`src/rtl/counter_down.sv`:
```
// Countdown timer with alarm.
// A synchronized button press loads a 4-bit start value, which then counts
// down once per TICK_DIV cycles. Reaching zero plays a square-wave tone for
// BEEP_TICKS tick periods, after which the block returns to idle.
//
// state | meaning
// ------+----------------------------------------------------------
// IDLE  | waiting for a press; led holds last value, buzzer silent
// COUNT | led decrements once per tick period
// ALARM | led at zero, buzzer toggles every TONE_DIV cycles
module counter_down #(
    parameter int TICK_DIV   = 50_000_000,
    parameter int TONE_DIV   = 25_000,
    parameter int BEEP_TICKS = 3
) (
    input  logic       clk,
    input  logic       rst,
    input  logic       press,
    input  logic [3:0] load_val,
    output logic [3:0] led,
    output logic       sound,
    output logic       busy,
    output logic       done
);

    localparam int BEEP_TOTAL = BEEP_TICKS * TICK_DIV;
    localparam int TICK_W = ($clog2(TICK_DIV)   < 1) ? 1 : $clog2(TICK_DIV);
    localparam int TONE_W = ($clog2(TONE_DIV)   < 1) ? 1 : $clog2(TONE_DIV);
    localparam int BEEP_W = ($clog2(BEEP_TOTAL) < 1) ? 1 : $clog2(BEEP_TOTAL);

    localparam logic [TICK_W-1:0] TICK_LAST = TICK_W'(TICK_DIV - 1);
    localparam logic [TONE_W-1:0] TONE_LAST = TONE_W'(TONE_DIV - 1);
    localparam logic [BEEP_W-1:0] BEEP_LAST = BEEP_W'(BEEP_TOTAL - 1);

    typedef enum logic [1:0] {
        IDLE  = 2'd0,
        COUNT = 2'd1,
        ALARM = 2'd2
    } state_t;

    state_t state_q, state_d;

    logic p1, p2, p3;
    logic rise;

    logic [TICK_W-1:0] tick_q;
    logic [TONE_W-1:0] tone_q;
    logic [BEEP_W-1:0] beep_q;

    logic tick_wrap, tone_wrap, beep_last;
    logic load_now, dec_now, zero_hit, alarm_end;

    // Three-flop button synchronizer; a load event is the first synchronized high cycle.
    always_ff @(posedge clk or posedge rst) begin
        if (rst) begin
            p1 <= 1'b0;
            p2 <= 1'b0;
            p3 <= 1'b0;
        end else begin
            p1 <= press;
            p2 <= p1;
            p3 <= p2;
        end
    end

    assign rise = p2 & ~p3;

    assign tick_wrap = (tick_q == TICK_LAST);
    assign tone_wrap = (tone_q == TONE_LAST);
    assign beep_last = (beep_q == BEEP_LAST);

    // State register.
    always_ff @(posedge clk or posedge rst) begin
        if (rst) begin
            state_q <= IDLE;
        end else begin
            state_q <= state_d;
        end
    end

    // Next-state decode; a press outranks every timer event in the same cycle.
    always_comb begin
        state_d   = state_q;
        load_now  = 1'b0;
        dec_now   = 1'b0;
        zero_hit  = 1'b0;
        alarm_end = 1'b0;
        if (rise) begin
            load_now = 1'b1;
            state_d  = (load_val != 4'd0) ? COUNT : ALARM;
        end else begin
            case (state_q)
                COUNT: begin
                    // led is never zero here, but the guard keeps it from wrapping.
                    if (tick_wrap && (led != 4'd0)) begin
                        dec_now = 1'b1;
                        if (led == 4'd1) begin
                            zero_hit = 1'b1;
                            state_d  = ALARM;
                        end
                    end
                end
                ALARM: begin
                    if (beep_last) begin
                        alarm_end = 1'b1;
                        state_d   = IDLE;
                    end
                end
                default: begin
                    state_d = state_q;
                end
            endcase
        end
    end

    // Tick divider runs only while counting and restarts on every load.
    always_ff @(posedge clk or posedge rst) begin
        if (rst) begin
            tick_q <= '0;
        end else if (load_now) begin
            tick_q <= '0;
        end else if (state_q == COUNT) begin
            tick_q <= tick_wrap ? '0 : tick_q + TICK_W'(1);
        end else begin
            tick_q <= '0;
        end
    end

    // Tone half-period and alarm duration counters, both cleared on alarm entry.
    always_ff @(posedge clk or posedge rst) begin
        if (rst) begin
            tone_q <= '0;
            beep_q <= '0;
        end else if (load_now || zero_hit) begin
            tone_q <= '0;
            beep_q <= '0;
        end else if (state_q == ALARM) begin
            tone_q <= tone_wrap ? '0 : tone_q + TONE_W'(1);
            beep_q <= beep_last ? '0 : beep_q + BEEP_W'(1);
        end else begin
            tone_q <= '0;
            beep_q <= '0;
        end
    end

    // Displayed count: loaded on press, decremented on each tick wrap.
    always_ff @(posedge clk or posedge rst) begin
        if (rst) begin
            led <= 4'd0;
        end else if (load_now) begin
            led <= load_val;
        end else if (dec_now) begin
            led <= led - 4'd1;
        end
    end

    // Buzzer square wave; forced low outside the alarm and on its last cycle.
    always_ff @(posedge clk or posedge rst) begin
        if (rst) begin
            sound <= 1'b0;
        end else if (load_now || zero_hit || alarm_end) begin
            sound <= 1'b0;
        end else if (state_q == ALARM) begin
            if (tone_wrap) begin
                sound <= ~sound;
            end
        end else begin
            sound <= 1'b0;
        end
    end

    // Single-cycle pulse whenever the alarm starts, whether by counting down or a zero load.
    always_ff @(posedge clk or posedge rst) begin
        if (rst) begin
            done <= 1'b0;
        end else begin
            done <= (load_now && (load_val == 4'd0)) || zero_hit;
        end
    end

    assign busy = (state_q != IDLE);

endmodule

```
`config.mk`:
```
export PLATFORM = sky130hd
export DESIGN_NAME = counter_down
export DESIGN_NICKNAME = d
export VERILOG_FILES = /design/src/rtl/counter_down.sv
export SDC_FILE = /design/constraint.sdc
export NUM_CORES = 1
export LEC_CHECK = 0
export ABC_AREA = 1
export CORE_MARGIN = 2
export CORE_UTILIZATION = 55
export DETAILED_ROUTE_END_ITERATION = 6
export GPL_TIMING_DRIVEN = 0
export PLACE_DENSITY = 0.76
export SYNTH_ARGS = -nofsm -noshare
export SYNTH_HDL_FRONTEND = slang
export SYNTH_SLANG_ARGS = --single-unit
```
`constraint.sdc`:
```
create_clock -name clk -period 3 [get_ports clk]
set_input_delay 0.6 -clock clk [delete_from_list [all_inputs] [get_ports clk]]
set_output_delay 0.6 -clock clk [all_outputs]
set_load 0.02 [all_outputs]
```
### Word-level counts from Yosys, hierarchy flattened

Cells that the tools add are included.

| storage, ports and cells | value |
|---|---|
| word-level logic and storage cells | 70 |
| register bits | 80 |
| bits of input ports | 7 |
| output and inout bits | 7 |

| operators by class | value |
|---|---|
| bitwise operators | 3 |
| reduce and logical (&&, ||, !) cells | 12 |
| equality and inequality tests | 10 |
| add/subtract/negate cells | 4 |
| mux-type cells | 31 |

Operator list:

| kind | count |
|---|---|
| $mux W28 | 3 |
| $mux W26 | 3 |
| $mux W15 | 3 |
| $add A28 B1 Y28 const B | 1 |
| $eq A28 B28 Y1 const B | 1 |
| $add A26 B1 Y26 const B | 1 |
| $eq A26 B26 Y1 const B | 1 |
| $add A15 B1 Y15 const B | 1 |
| $eq A15 B15 Y1 const B | 1 |
| $mux W1 | 14 |
| $mux W2 | 5 |
| $ne A3 B3 Y1 const B | 3 |
| $mux W4 | 2 |
| $reduce_bool A4 Y1 | 2 |
| $eq A4 B1 Y1 const B | 1 |
| $logic_not A4 Y1 | 1 |
| $pmux W2 S2 | 1 |
| $reduce_and A4 Y1 | 1 |
| $reduce_bool A2 Y1 | 2 |
| $sub A4 B1 Y4 const B | 1 |
| $logic_or A1 B1 Y1 | 3 |
| $ne A3 B2 Y1 const B | 1 |
| $reduce_bool A3 Y1 | 1 |
| $eq A2 B1 Y1 const B | 1 |
| other kinds (4) | 6 |

### Logic depth before layout (Yosys ltp)

Gate-level depths: netlist of the first run.

| depth | value |
|---|---|
| word-level depth | 8 |
| gate-level depth with buffers | 11 |
| gate-level depth less buffers | 10 |

### Least setup slack after synthesis of the first run

No wires, ideal clock.

| timing | value |
|---|---|
| kind | reg2reg |
| from | register beep_q[0] |
| to | register beep_q[23] |
| cell stages (with the launch flop) | 12 |
| data arrival time | 1.373 ns |
| path slack | 1.506 ns |
| path buffers | 1 |
| library setup time | 0.121 ns |
| period minus slack after synthesis | 1.494 ns |
| cells stage by stage | dfrtp_1 > ha_1 > nand2_1 > nor2_2 > nand2_1 > nor2_1 > nand2_1 > nand3_1 > buf_4 > inv_2 > nand2_1 > nor2_1 |

| on the way | value |
|---|---|
| longest elaborated chain between the ends | 4 |
| elaborated cells on any way between the ends | 5 |

Ends and longest elaborated chain:

| item | line | source |
|---|---|---|
| from (decl) | 48 | `logic [BEEP_W-1:0] beep_q;` |
| from (signal assigned) | 139 | `beep_q <= beep_last ? '0 : beep_q + BEEP_W'(1);` |
| $add A28 B1 Y28 / $eq A28 B28 Y1 (equally long branches) | 139, 70 |  |
| $mux W28 * | 139 |  |
| $mux W28 * | 137 | `end else if (state_q == ALARM) begin` |
| $mux W28 * | 134 | `end else if (load_now \|\| zero_hit) begin` |

Mark *: on every way between the ends. The rest lies on a longest branch, timed or not.
A chain may end at the register's enable or synchronous reset.

### Worst setup path after layout of the first run

| timing | value |
|---|---|
| from | register state_q[0] |
| to | output port busy |

| on the way | value |
|---|---|
| longest elaborated chain between the ends | 1 |

Ends and longest elaborated chain:

| item | line | source |
|---|---|---|
| from (decl) | 41 | `state_t state_q, state_d;` |
| from (signal assigned) | 77 | `state_q <= state_d;` |
| $reduce_bool A2 Y1 | 181 | `assign busy = (state_q != IDLE);` |
| to (decl) | 22 | `output logic busy,` |

No other way between the ends.

==> results.json, run 1 <==
{
  "post_synth_main_area_contributors": "sky130_fd_sc_hd__dfrtp_1 44%, sky130_fd_sc_hd__nand2_1 12%, sky130_fd_sc_hd__nor2_1 11%, sky130_fd_sc_hd__inv_1 5.5%, sky130_fd_sc_hd__nand3_1 4.4%",
  "fmax_mhz": 453,
  "antenna_violations_before_repair": 0,
  "antenna-diode-count": 0,
  "grt_first_pass_wirelength_mm": 15.9,
  "maxCapViolCount": 0,
  "drcViolationCount": 0,
  "cts_resized": 0,
  "min_period_ns": 2.21,
  "place_hpwl_mm": 6.82,
  "coreArea_mm2": 0.00813,
  "number_of_hold_slack_violations_in_the_final_timing_report": 0,
  "vias": 3786,
  "power.switching_fraction_pct": 24.4,
  "syn_area_per_cell_um2": 7.48,
  "detail_route.vias_per_cell": 5.10,
  "ir_drop_mv": 0.298,
  "cts_buffer_depth": 2,
  "clock_tree_from_tritoncts": "built",
  "postCtsSetupRepairBufs": 0,
  "classification_of_the_worst_slack_hold_path": "register to register",
  "antenna_left": 0,
  "yosysTopAreaCell": "sky130_fd_sc_hd__dfrtp_1",
  "synth.cells.most_frequent": "141 x sky130_fd_sc_hd__nand2_1, 137 x sky130_fd_sc_hd__nor2_1, 80 x sky130_fd_sc_hd__dfrtp_1, 67 x sky130_fd_sc_hd__inv_1, 40 x sky130_fd_sc_hd__nand3_1",
  "setup_violations": 0,
  "buffer_ports.inserted": 13,
  "clk_latency_ns": 0.35,
  "globalRouteOverflowTotal": 0,
  "start_kind": "register",
  "finClkSkew_ns": 0.0144,
  "clockPowerShare_pct": 39.7,
  "ys_ff_latch": 80,
  "async_flop_share_pct": 100,
  "hold-worst-slack_ns": 0.353,
  "synth_sequential_area_ratio_pct": 44.0,
  "synth_cell_types": 37,
  "nFillCells": 718,
  "synth_flop_cell": "sky130_fd_sc_hd__dfrtp_1",
  "io-pin-count": 14,
  "synthMostInstantiatedCell": "sky130_fd_sc_hd__nand2_1",
  "final_min_period_over_clock_period_pct": 73.6,
  "global_route.usage.total_pct": 22.2,
  "syn_inst": 608,
  "max_slew.worst_pin.slew_ns": 0.412,
  "synth_edf_count": 0,
  "yosysWarnings": 0,
  "cts.hold.buffers_added": 0,
  "number_of_nets_at_the_end_of_the_flow": 645,
  "cts_num_sinks": 80,
  "first_global_vias": 3603,
  "run_status": "completed",
  "timing.final.ws_setup_ns": 0.793,
  "dpl_worst_slack_ns": 1.06,
  "power.static_leakage_nw": 2.04,
  "crit_path_end_kind": "output pin",
  "starting_density_pct": 55.9,
  "htreeDepth": 3,
  "crit_arrival_ns": 1.61,
  "net_switching_power_figure_uw": 563,
  "worst_r2r_startpoint": "beep_q[0]",
  "netlist_area_mm2": 0.00455,
  "critical_path.startpoint": "state_q[0]",
  "cts-buffers-inserted": 9,
  "final_layout_size_suffix_gt1_share_pct": 9.25,
  "die_w_um": 95.0,
  "highest_net_fanout_along_the_worst_path": 4,
  "min_from": "p1",
  "fp-row-count": 33,
  "avgRoutedWirePerCell_um": 12.3,
  "path_clk_slew_ns": 0.08,
  "criticalPathCategory": "register to output pin",
  "rsz_0062_raised_after_global_routing": "false",
  "post-synth-top-area-fraction_pct": 44.0,
  "relSlewSlack_pct": 72.3,
  "die_area_mm2": 0.00902,
  "area_growth_pct": 11.5,
  "int_pwr_mw": 1.74,
  "drt-pass1-iter-count": 4,
  "drv_slew": 0,
  "sequentialPowerShare_pct": 49.1,
  "drt_iter0_markers": 162,
  "cp_data_required_time_ns": 2.40,
  "die_y_um": 95.0,
  "clockRootBuffer": "sky130_fd_sc_hd__clkbuf_8",
  "largest_net_degree_at_the_start_of_global_routing": 62,
  "comb_power_share_pct": 11.2,
  "power.density_cell_area_mw_per_mm2": 455,
  "gpl_wtd_cong": 0.895,
  "synth_fp_nets": 620,
  "drt-total-wl_mm": 9.15
}
==> layout make-up <==
class                           count  area [um2]  area share, %
Sequential cell                    80        2000           39.4
Multi-Input combinational cell    453        2250           44.3
Tap cell                          105         131           2.59
Buffer                              6        43.8          0.863
Inverter                           69         262           5.15
Timing Repair Buffer               14         158           3.11
Clock inverter                      2        60.1           1.18
Clock buffer                       14         173           3.40
==> stage by stage <==
stage          std cells  total power, mW  cell area (um2)  TNS (ns)  utilization (%)
6_report             743             2.31             5070         0             62.4
5_1_grt              743             2.40             5070         0             62.4
4_1_cts              743             2.34             5070         0             62.4
3_5_place_dp         727             1.42             4840         0             59.5
3_3_place_gp         726             1.41             4810    -78.40             59.2
2_1_floorplan        608             1.32             4550         0                -
==> cells in the final DEF, fill, tap and decap left out, drive strengths merged <==
cell           synthesis  layout
a21oi                  8       8
a31oi                  5       5
and2                   3       3
and3                   2       2
buf                    5       6
bufinv                 0       2
clkbuf                 1      15
clkdlybuf4s50          0      13
dfrtp                 80      80
ha                     5       5
inv                   69      69
nand2                148     148
nand3                 43      43
nand3b                 1       1
nand4                 15      15
nor2                 155     155
nor3                  19      19
nor3b                  1       1
nor4                   2       2
nor4b                  1       1
o21ai                 12      12
o21bai                 1       1
o31ai                  1       1
or2                    2       2
xnor2                  8       8
xor2                  21      21
==> power groups by stage <==
stage / logic [mW] / clock network, mW / registers (mW)
2_1_floorplan: 0.156 / 0 / 1.17
3_3_place_gp: 0.252 / 0 / 1.15
3_5_place_dp: 0.262 / 0 / 1.16
4_1_cts: 0.263 / 0.941 / 1.13
5_1_grt: 0.291 / 0.976 / 1.14
6_report: 0.259 / 0.915 / 1.13
==> critical path: stages (launching register included) <==
cell	delay [ns]
sky130_fd_sc_hd__dfrtp_1	0.43
sky130_fd_sc_hd__or2_2	0.30
sky130_fd_sc_hd__clkdlybuf4s50_1	0.54
==> state kept, by name (all words and copies together) (netlist names) <==
register	flops
p1	1
p2	1
p3	1
done	1
tick_q	26
sound	1
state_q	2
tone_q	15
led	4
beep_q	28
==> logic make-up (layout without fill, tap and decap cells) <==
| kind of cell | count (synthesis) | after routing | share of synthesized area (%) |
|---|---|---|---|
| adders and majority gates | 5 | 5 | 1.37 |
| AOI/OAI and AO/OA | 27 | 27 | 3.38 |
| DFF | 80 | 80 | 44.0 |
| and+or+nand+nor | 392 | 392 | 39.0 |
| buffers and inverters | 75 | 105 | 6.65 |
| xor gates and xnor gates | 29 | 29 | 5.58 |
==> layer usage <==
layer | routed length [um] | part of all wire [%] | track usage (%) | up-vias
li1 | - | - | - | 1963
met1 | 4380 | 48 | 29.2 | 1752
met2 | 4330 | 47 | 36.4 | 59
met3 | 281 | 3.1 | 5.43 | 12
met4 | 155 | 1.7 | 6.64 | 0
met5 | 0 | 0 | 0 | -
==> path summary, 6_finish.rpt <==
check,end,slack (ns),depth (start not counted)
setup reg to reg,beep_q[22],1.17,11
min in group asynchronous,tone_q[11],0.54,2
hold / removal,p2,0.35,0
setup / recovery,busy,0.79,2
hold reg to reg,p2,0.35,0
max in group asynchronous,tick_q[14],1.87,3
(Power assumes the default switching activity.)
==> inputs of run 2 (changes only) <==
Settings changed: PLACE_DENSITY 0.76 to 0.78.
Clock period 3 ns to 1.8 ns, I/O delays scaled along.
==> results.json, run 2 (synthesized netlist as in run 1, its figures left out) <==
{
  "run_status": "completed",
  "highest_net_fanout_along_the_worst_path": 4,
  "cts_num_sinks": 80,
  "crit_path_end_kind": "output pin",
  "crit_path_leading_delay_family": "flip-flops",
  "rsz_0062_raised_after_global_routing": "true",
  "min_period_ns": 1.72,
  "crit_arrival_ns": 1.36,
  "max_slew.worst_pin.slew_ns": 0.426,
  "worst_path_max_delay_cell": "sky130_fd_sc_hd__dfrtp_1",
  "nFillCells": 688,
  "worst-path-buf-inv": 1,
  "worstRegToRegCells": 10,
  "top_usage_layer": "met2",
  "final_cell_count_no_fill": 751,
  "die_w_um": 95.0,
  "final_common_cell": "sky130_fd_sc_hd__nand2_1",
  "fp-row-count": 33,
  "die_area_mm2": 0.00902,
  "drt-pass1-iter-count": 5,
  "io-pin-count": 14,
  "final_min_period_over_clock_period_pct": 95.4,
  "final_cell_mix": "139 x sky130_fd_sc_hd__nand2_1, 136 x sky130_fd_sc_hd__nor2_1, 79 x sky130_fd_sc_hd__dfrtp_1",
  "reg2reg_setup_slack_ns": 0.09,
  "maxCapViolCount": 0,
  "coreArea_mm2": 0.00813,
  "number_of_hold_slack_violations_in_the_final_timing_report": 0,
  "cpPeakStageDelay_ns": 0.43,
  "grt_first_pass_wirelength_mm": 16.5,
  "hold_path_depth": 0,
  "die_y_um": 95.0,
  "ir_drop_mv": 0.523,
  "dpl_worst_slack_ns": 0.0205,
  "antenna_violations_before_repair": 0,
  "timing.final.ws_setup_ns": 0.0820,
  "starting_density_pct": 55.9,
  "crit_chain": "or2_2 > clkdlybuf4s15_1",
  "classification_of_the_worst_slack_hold_path": "register to register",
  "setup_violations": 0,
  "largest_register_ff_count": 28,
  "criticalPathCategory": "register to output pin",
  "reg.largest.list": "beep_q (28), tick_q (26), tone_q (15)",
  "antenna_left": 0,
  "clock_tree_from_tritoncts": "built",
  "cts.hold.buffers_added": 0,
  "whs_endpoint": "p2",
  "gr-usage-met3_pct": 4.87,
  "min_from": "p1",
  "global_route.usage.total_pct": 22.9,
  "relSlewSlack_pct": 71.5,
  "number_of_nets_at_the_end_of_the_flow": 653,
  "grt_util_met2_pct": 40.5,
  "cts_buffer_depth": 2,
  "clk_latency_ns": 0.35,
  "path_clk_slew_ns": 0.08,
  "avgRoutedWirePerCell_um": 12.7,
  "final_layout_size_suffix_gt1_share_pct": 11.5,
  "dp.cells": 728,
  "worst_r2r_startpoint": "tick_q[1]",
  "buffer_ports.inserted": 13,
  "area_growth_pct": 14.0,
  "htreeDepth": 3,
  "drt-total-wl_mm": 9.53,
  "globalRouteOverflowTotal": 0,
  "grt_util_met1_pct": 28.5,
  "drcViolationCount": 0,
  "drv_slew": 0,
  "antenna-diode-count": 0,
  "vias": 3911,
  "cp_data_required_time_ns": 1.44,
  "drt_iter0_markers": 209,
  "finClkSkew_ns": 0.0118,
  "rr_endpoint": "tick_q[20]",
  "gpl_wtd_cong": 0.882,
  "detail_route.vias_per_cell": 5.21,
  "largest_register": "beep_q",
  "first_global_vias": 3809,
  "fmax_mhz": 582,
  "setup_tns_ns": 0,
  "largest_net_degree_at_the_start_of_global_routing": 37,
  "final_core_util_pct": 63.8,
  "cts-buffers-inserted": 9,
  "clockRootBuffer": "sky130_fd_sc_hd__clkbuf_8",
  "power.static_leakage_nw": 2.12,
  "place_hpwl_mm": 7.03,
  "power.density_cell_area_mw_per_mm2": 734,
  "start_kind": "register"
}
-- run 2: changes by cell type in the layout (fill, tap and decap cells not counted), sizes merged, moves of 2 or more --
cell           previous run  this run
clkinvlp                  0         3
clkbuf                   15        13
dlymetal6s2s              0         2
buf                       6        13
clkdlybuf4s50            13         9
-- run 2: power by group --
group	internal, mW	total [mW]	leakage (nW)	switching, mW
Combinational	0.183	0.461	0.918	0.278
Clock	0.817	1.46	0.106	0.642
Sequential	1.84	1.89	1.10	0.0465
Total	2.84	3.81	2.12	0.967
-- run 2: how the worst max path moves through the flow --
stage / end / startpoint / slack (ns) / cells after the start
after CTS: beep_q[27] / beep_q[0] / 0.01 / 11
final: busy / state_q[0] / 0.08 / 2
after global routing: tick_q[19] / tick_q[1] / -0.01 / 10
after detailed placement: beep_q[19] / beep_q[0] / 0.02 / 11
after global placement: led[0] / rst / -0.40 / 2
after floorplan: beep_q[23] / beep_q[0] / 0.31 / 11
-- run 2: timing repair --
action / in CTS / in global routing
gates resized for setup: 2 / 13
setup endpoints to repair: 2 / 54
cloned: 0 / 1
buffers inserted: 0 / 6
hold endpoints to repair: 0 / 0
pin swaps: 0 / 7
-- run 2: per-stage QoR --
| stage | hold WS [ns] | total power [mW] | area [um2] |
|---|---|---|---|
| 5_1_grt | 0.360 | 3.99 | 5190 |
| 3_3_place_gp | 0.335 | 2.34 | 4820 |
| 4_1_cts | 0.354 | 3.82 | 5070 |
| 3_5_place_dp | 0.335 | 2.37 | 4860 |
| 6_report | 0.352 | 3.81 | 5190 |
| 2_1_floorplan | 0.331 | 2.21 | 4550 |
-- run 2: final cells by class --
class,count,area (um2),share of cell area (%)
Clock inverter,5,80.1,1.54
Sequential cell,80,2000,38.6
Multi-Input combinational cell,453,2280,43.9
Inverter,69,263,5.07
Buffer,6,47.5,0.917
Timing Repair Buffer,22,244,4.70
Clock buffer,11,141,2.73
Tap cell,105,131,2.53
-- run 2: routing by layer --
metal	routed length [um]	up-vias
li1	-	1981
met1	4460	1861
met2	4670	56
met3	278	13
met4	115	0
met5	0	-
==> inputs of run 3 (changes only) <==
Settings changed: ABC_AREA 1 to unset, PLACE_DENSITY 0.78 to 0.79.
==> results.json, run 3 <==
{
  "coreArea_mm2": 0.00729,
  "drcViolationCount": 0,
  "avgRoutedWirePerCell_um": 16.7,
  "area_growth_pct": 25.6,
  "worst-path-buf-inv": 0,
  "highest_net_fanout_along_the_worst_path": 4,
  "synth_flop_cell": "sky130_fd_sc_hd__dfrtp_1",
  "cp-endpoint": "tick_q[20]",
  "cp_num_cells": 4,
  "relSlewSlack_pct": 41.9,
  "htreeDepth": 3,
  "worst_r2r_startpoint": "tick_q[11]",
  "critical_path.startpoint": "tick_q[11]",
  "clockRootBuffer": "sky130_fd_sc_hd__clkbuf_8",
  "fp-row-count": 31,
  "max_slew.worst_pin.slew_ns": 0.870,
  "synth.cells.most_frequent": "80 x sky130_fd_sc_hd__dfrtp_1, 58 x sky130_fd_sc_hd__nor2_1, 28 x sky130_fd_sc_hd__nand3_1, 27 x sky130_fd_sc_hd__nand2_1, 26 x sky130_fd_sc_hd__xnor2_1",
  "clk_latency_ns": 0.36,
  "hold-worst-slack_ns": 0.380,
  "final_layout_size_suffix_gt1_share_pct": 23.5,
  "syn_area_per_cell_um2": 9.37,
  "reg2reg_setup_slack_ns": -0.08,
  "drv_slew": 0,
  "int_pwr_mw": 2.95,
  "worst_path_max_delay_cell": "sky130_fd_sc_hd__or4_4",
  "setup_violations": 17,
  "number_of_hold_slack_violations_in_the_final_timing_report": 0,
  "io-pin-count": 14,
  "timing.final.ws_setup_ns": -0.0778,
  "run_status": "finished with violations",
  "detail_route.vias_per_cell": 6.15,
  "cp_data_required_time_ns": 2.10,
  "crit_chain": "nand2_1 > or4_4 > or4_4 > a21oi_2",
  "clockPowerShare_pct": 40.5,
  "violations": "negative setup slack",
  "classification_of_the_worst_slack_hold_path": "register to register",
  "ys_ff_latch": 80,
  "largest_net_degree_at_the_start_of_global_routing": 43,
  "gpl_wtd_cong": 0.916,
  "crit_path_leading_delay_family": "simple AND/OR/NAND/NOR gates",
  "nFillCells": 539,
  "starting_density_pct": 57.3,
  "syn_inst": 446,
  "post-synth-top-area-fraction_pct": 47.9,
  "final_min_period_over_clock_period_pct": 104,
  "netlist_area_mm2": 0.00418,
  "buffer_ports.inserted": 13,
  "reg.largest.list": "beep_q (28), tick_q (26), tone_q (15)",
  "power.density_cell_area_mw_per_mm2": 737,
  "die_w_um": 91.2,
  "clock_tree_from_tritoncts": "built",
  "maxCapViolCount": 0,
  "cts_num_sinks": 80,
  "synth_edf_count": 0,
  "antenna_violations_before_repair": 0,
  "synthMostInstantiatedCell": "sky130_fd_sc_hd__dfrtp_1",
  "final_common_cell": "sky130_fd_sc_hd__dfrtp_1",
  "synth_fp_nets": 458,
  "synth_cell_types": 42,
  "drt-total-wl_mm": 10.2,
  "power.switching_fraction_pct": 23.8,
  "net_switching_power_figure_uw": 922,
  "path_clk_slew_ns": 0.08,
  "globalRouteOverflowTotal": 0,
  "comb_power_share_pct": 10.3,
  "crit_arrival_ns": 2.17,
  "die_y_um": 91.2,
  "cpPeakStageDelay_ns": 0.57,
  "synth_sequential_area_ratio_pct": 47.9,
  "power.static_leakage_nw": 2.01,
  "finClkSkew_ns": 0.00952,
  "crit_path_end_kind": "register",
  "drt_iter0_markers": 262,
  "rsz_0062_raised_after_global_routing": "true",
  "criticalPathCategory": "register to register",
  "first_global_vias": 3581,
  "grt_first_pass_wirelength_mm": 16.2,
  "largest_register": "beep_q",
  "start_kind": "register",
  "post_synth_main_area_contributors": "sky130_fd_sc_hd__dfrtp_1 48%, sky130_fd_sc_hd__xnor2_1 5.4%, sky130_fd_sc_hd__nor2_1 5.2%, sky130_fd_sc_hd__nand3_1 3.4%, sky130_fd_sc_hd__xor2_1 2.9%",
  "final_cell_mix": "70 x sky130_fd_sc_hd__dfrtp_1, 58 x sky130_fd_sc_hd__nor2_1, 36 x sky130_fd_sc_hd__buf_4",
  "sequentialPowerShare_pct": 49.2,
  "cts_buffer_depth": 2,
  "fmax_mhz": 533,
  "rr_endpoint": "tick_q[20]",
  "number_of_nets_at_the_end_of_the_flow": 517,
  "vias": 3748,
  "async_flop_share_pct": 100,
  "ir_drop_mv": 0.687,
  "die_area_mm2": 0.00831,
  "antenna-diode-count": 0,
  "dpl_worst_slack_ns": -0.440,
  "cts-buffers-inserted": 9,
  "global_route.usage.total_pct": 24.2,
  "worstRegToRegCells": 4,
  "min_period_ns": 1.88,
  "yosysWarnings": 0,
  "largest_register_ff_count": 28,
  "place_hpwl_mm": 6.09,
  "yosysTopAreaCell": "sky130_fd_sc_hd__dfrtp_1",
  "drt-pass1-iter-count": 6,
  "antenna_left": 0,
  "cpMostUsedCell": "sky130_fd_sc_hd__or4_4"
}
-- run 3: cell count changes after synthesis, sizes merged, moves of 12 or more --
| cell | previous run | this run |
|---|---|---|
| a21oi | 8 | 24 |
| clkbuf | 1 | 13 |
| inv | 69 | 14 |
| nand2 | 148 | 27 |
| nand3 | 43 | 28 |
| nor2 | 155 | 58 |
| or3 | 0 | 18 |
| or4 | 0 | 12 |
| xnor2 | 8 | 26 |
-- run 3: worst min-delay path by stage --
stage / depth (start not counted) / to / from
6_report: 0 / p2 / p1
5_1_grt: 0 / p2 / p1
4_1_cts: 0 / p2 / p1
3_5_place_dp: 0 / p2 / p1
3_3_place_gp: 0 / p2 / p1
2_1_floorplan: 0 / p2 / p1
-- run 3: power by group through the flow --
stage	clock network, mW	registers (mW)	logic (mW)
final	1.57	1.90	0.400
after global placement	0	1.96	0.267
after floorplan	0	1.96	0.178
after detailed placement	0	1.96	0.282
after CTS	1.59	1.90	0.368
after global routing	1.67	1.91	0.443
-- run 3: cell families (layout without fill, tap and decap cells) --
group	after synthesis	after routing	share of synthesized area [%]
simple gates	228	229	30.3
flops	80	80	47.9
compound gates	65	65	9.40
xor+xnor	40	40	8.38
buf+inv	28	91	2.54
fa+ha+maj	5	5	1.50
-- run 3: layer usage --
| metal | vias up | global-route usage [%] | part of all wire [%] |
|---|---|---|---|
| met3 | 26 | 6.72 | 4.3 |
| met4 | 0 | 9.47 | 2.0 |
| li1 | 1748 | - | - |
| met5 | - | 0 | 0 |
| met2 | 104 | 42.2 | 52 |
| met1 | 1870 | 28.3 | 42 |
-- run 3: repair_timing --
item	in CTS	in global routing
endpoints found under the setup margin	71	71
pin swaps	23	16
hold endpoints to repair	0	0
hold buffers	0	0
cloned	1	1
resized for setup	32	44
buffers inserted	22	14
-- run 3: layout make-up --
type                       count  area, um2  share of cell area, %
buffer                        10       80.1                   1.53
clock buffer                  10        128                   2.43
clock inverter                 6        108                   2.05
inverter                      14       56.3                   1.07
multi-input combinational    339       2310                   44.0
sequential                    80       2010                   38.4
tap                           99        124                   2.36
timing repair buffer          51        429                   8.18
-- run 3: metrics by stage --
stage | TNS, ns | utilization [%] | cell area [um2] | total power [mW] | instances
floorplan | -0.463 | - | 4230 | 2.13 | 446
global placement | -43.58 | 61.5 | 4490 | 2.22 | 558
detailed placement | -19.15 | 61.8 | 4510 | 2.24 | 559
CTS | -0.196 | 68.4 | 4990 | 3.86 | 595
global route | -1.56 | 72.0 | 5250 | 4.02 | 609
finish | -0.690 | 72.0 | 5250 | 3.87 | 609
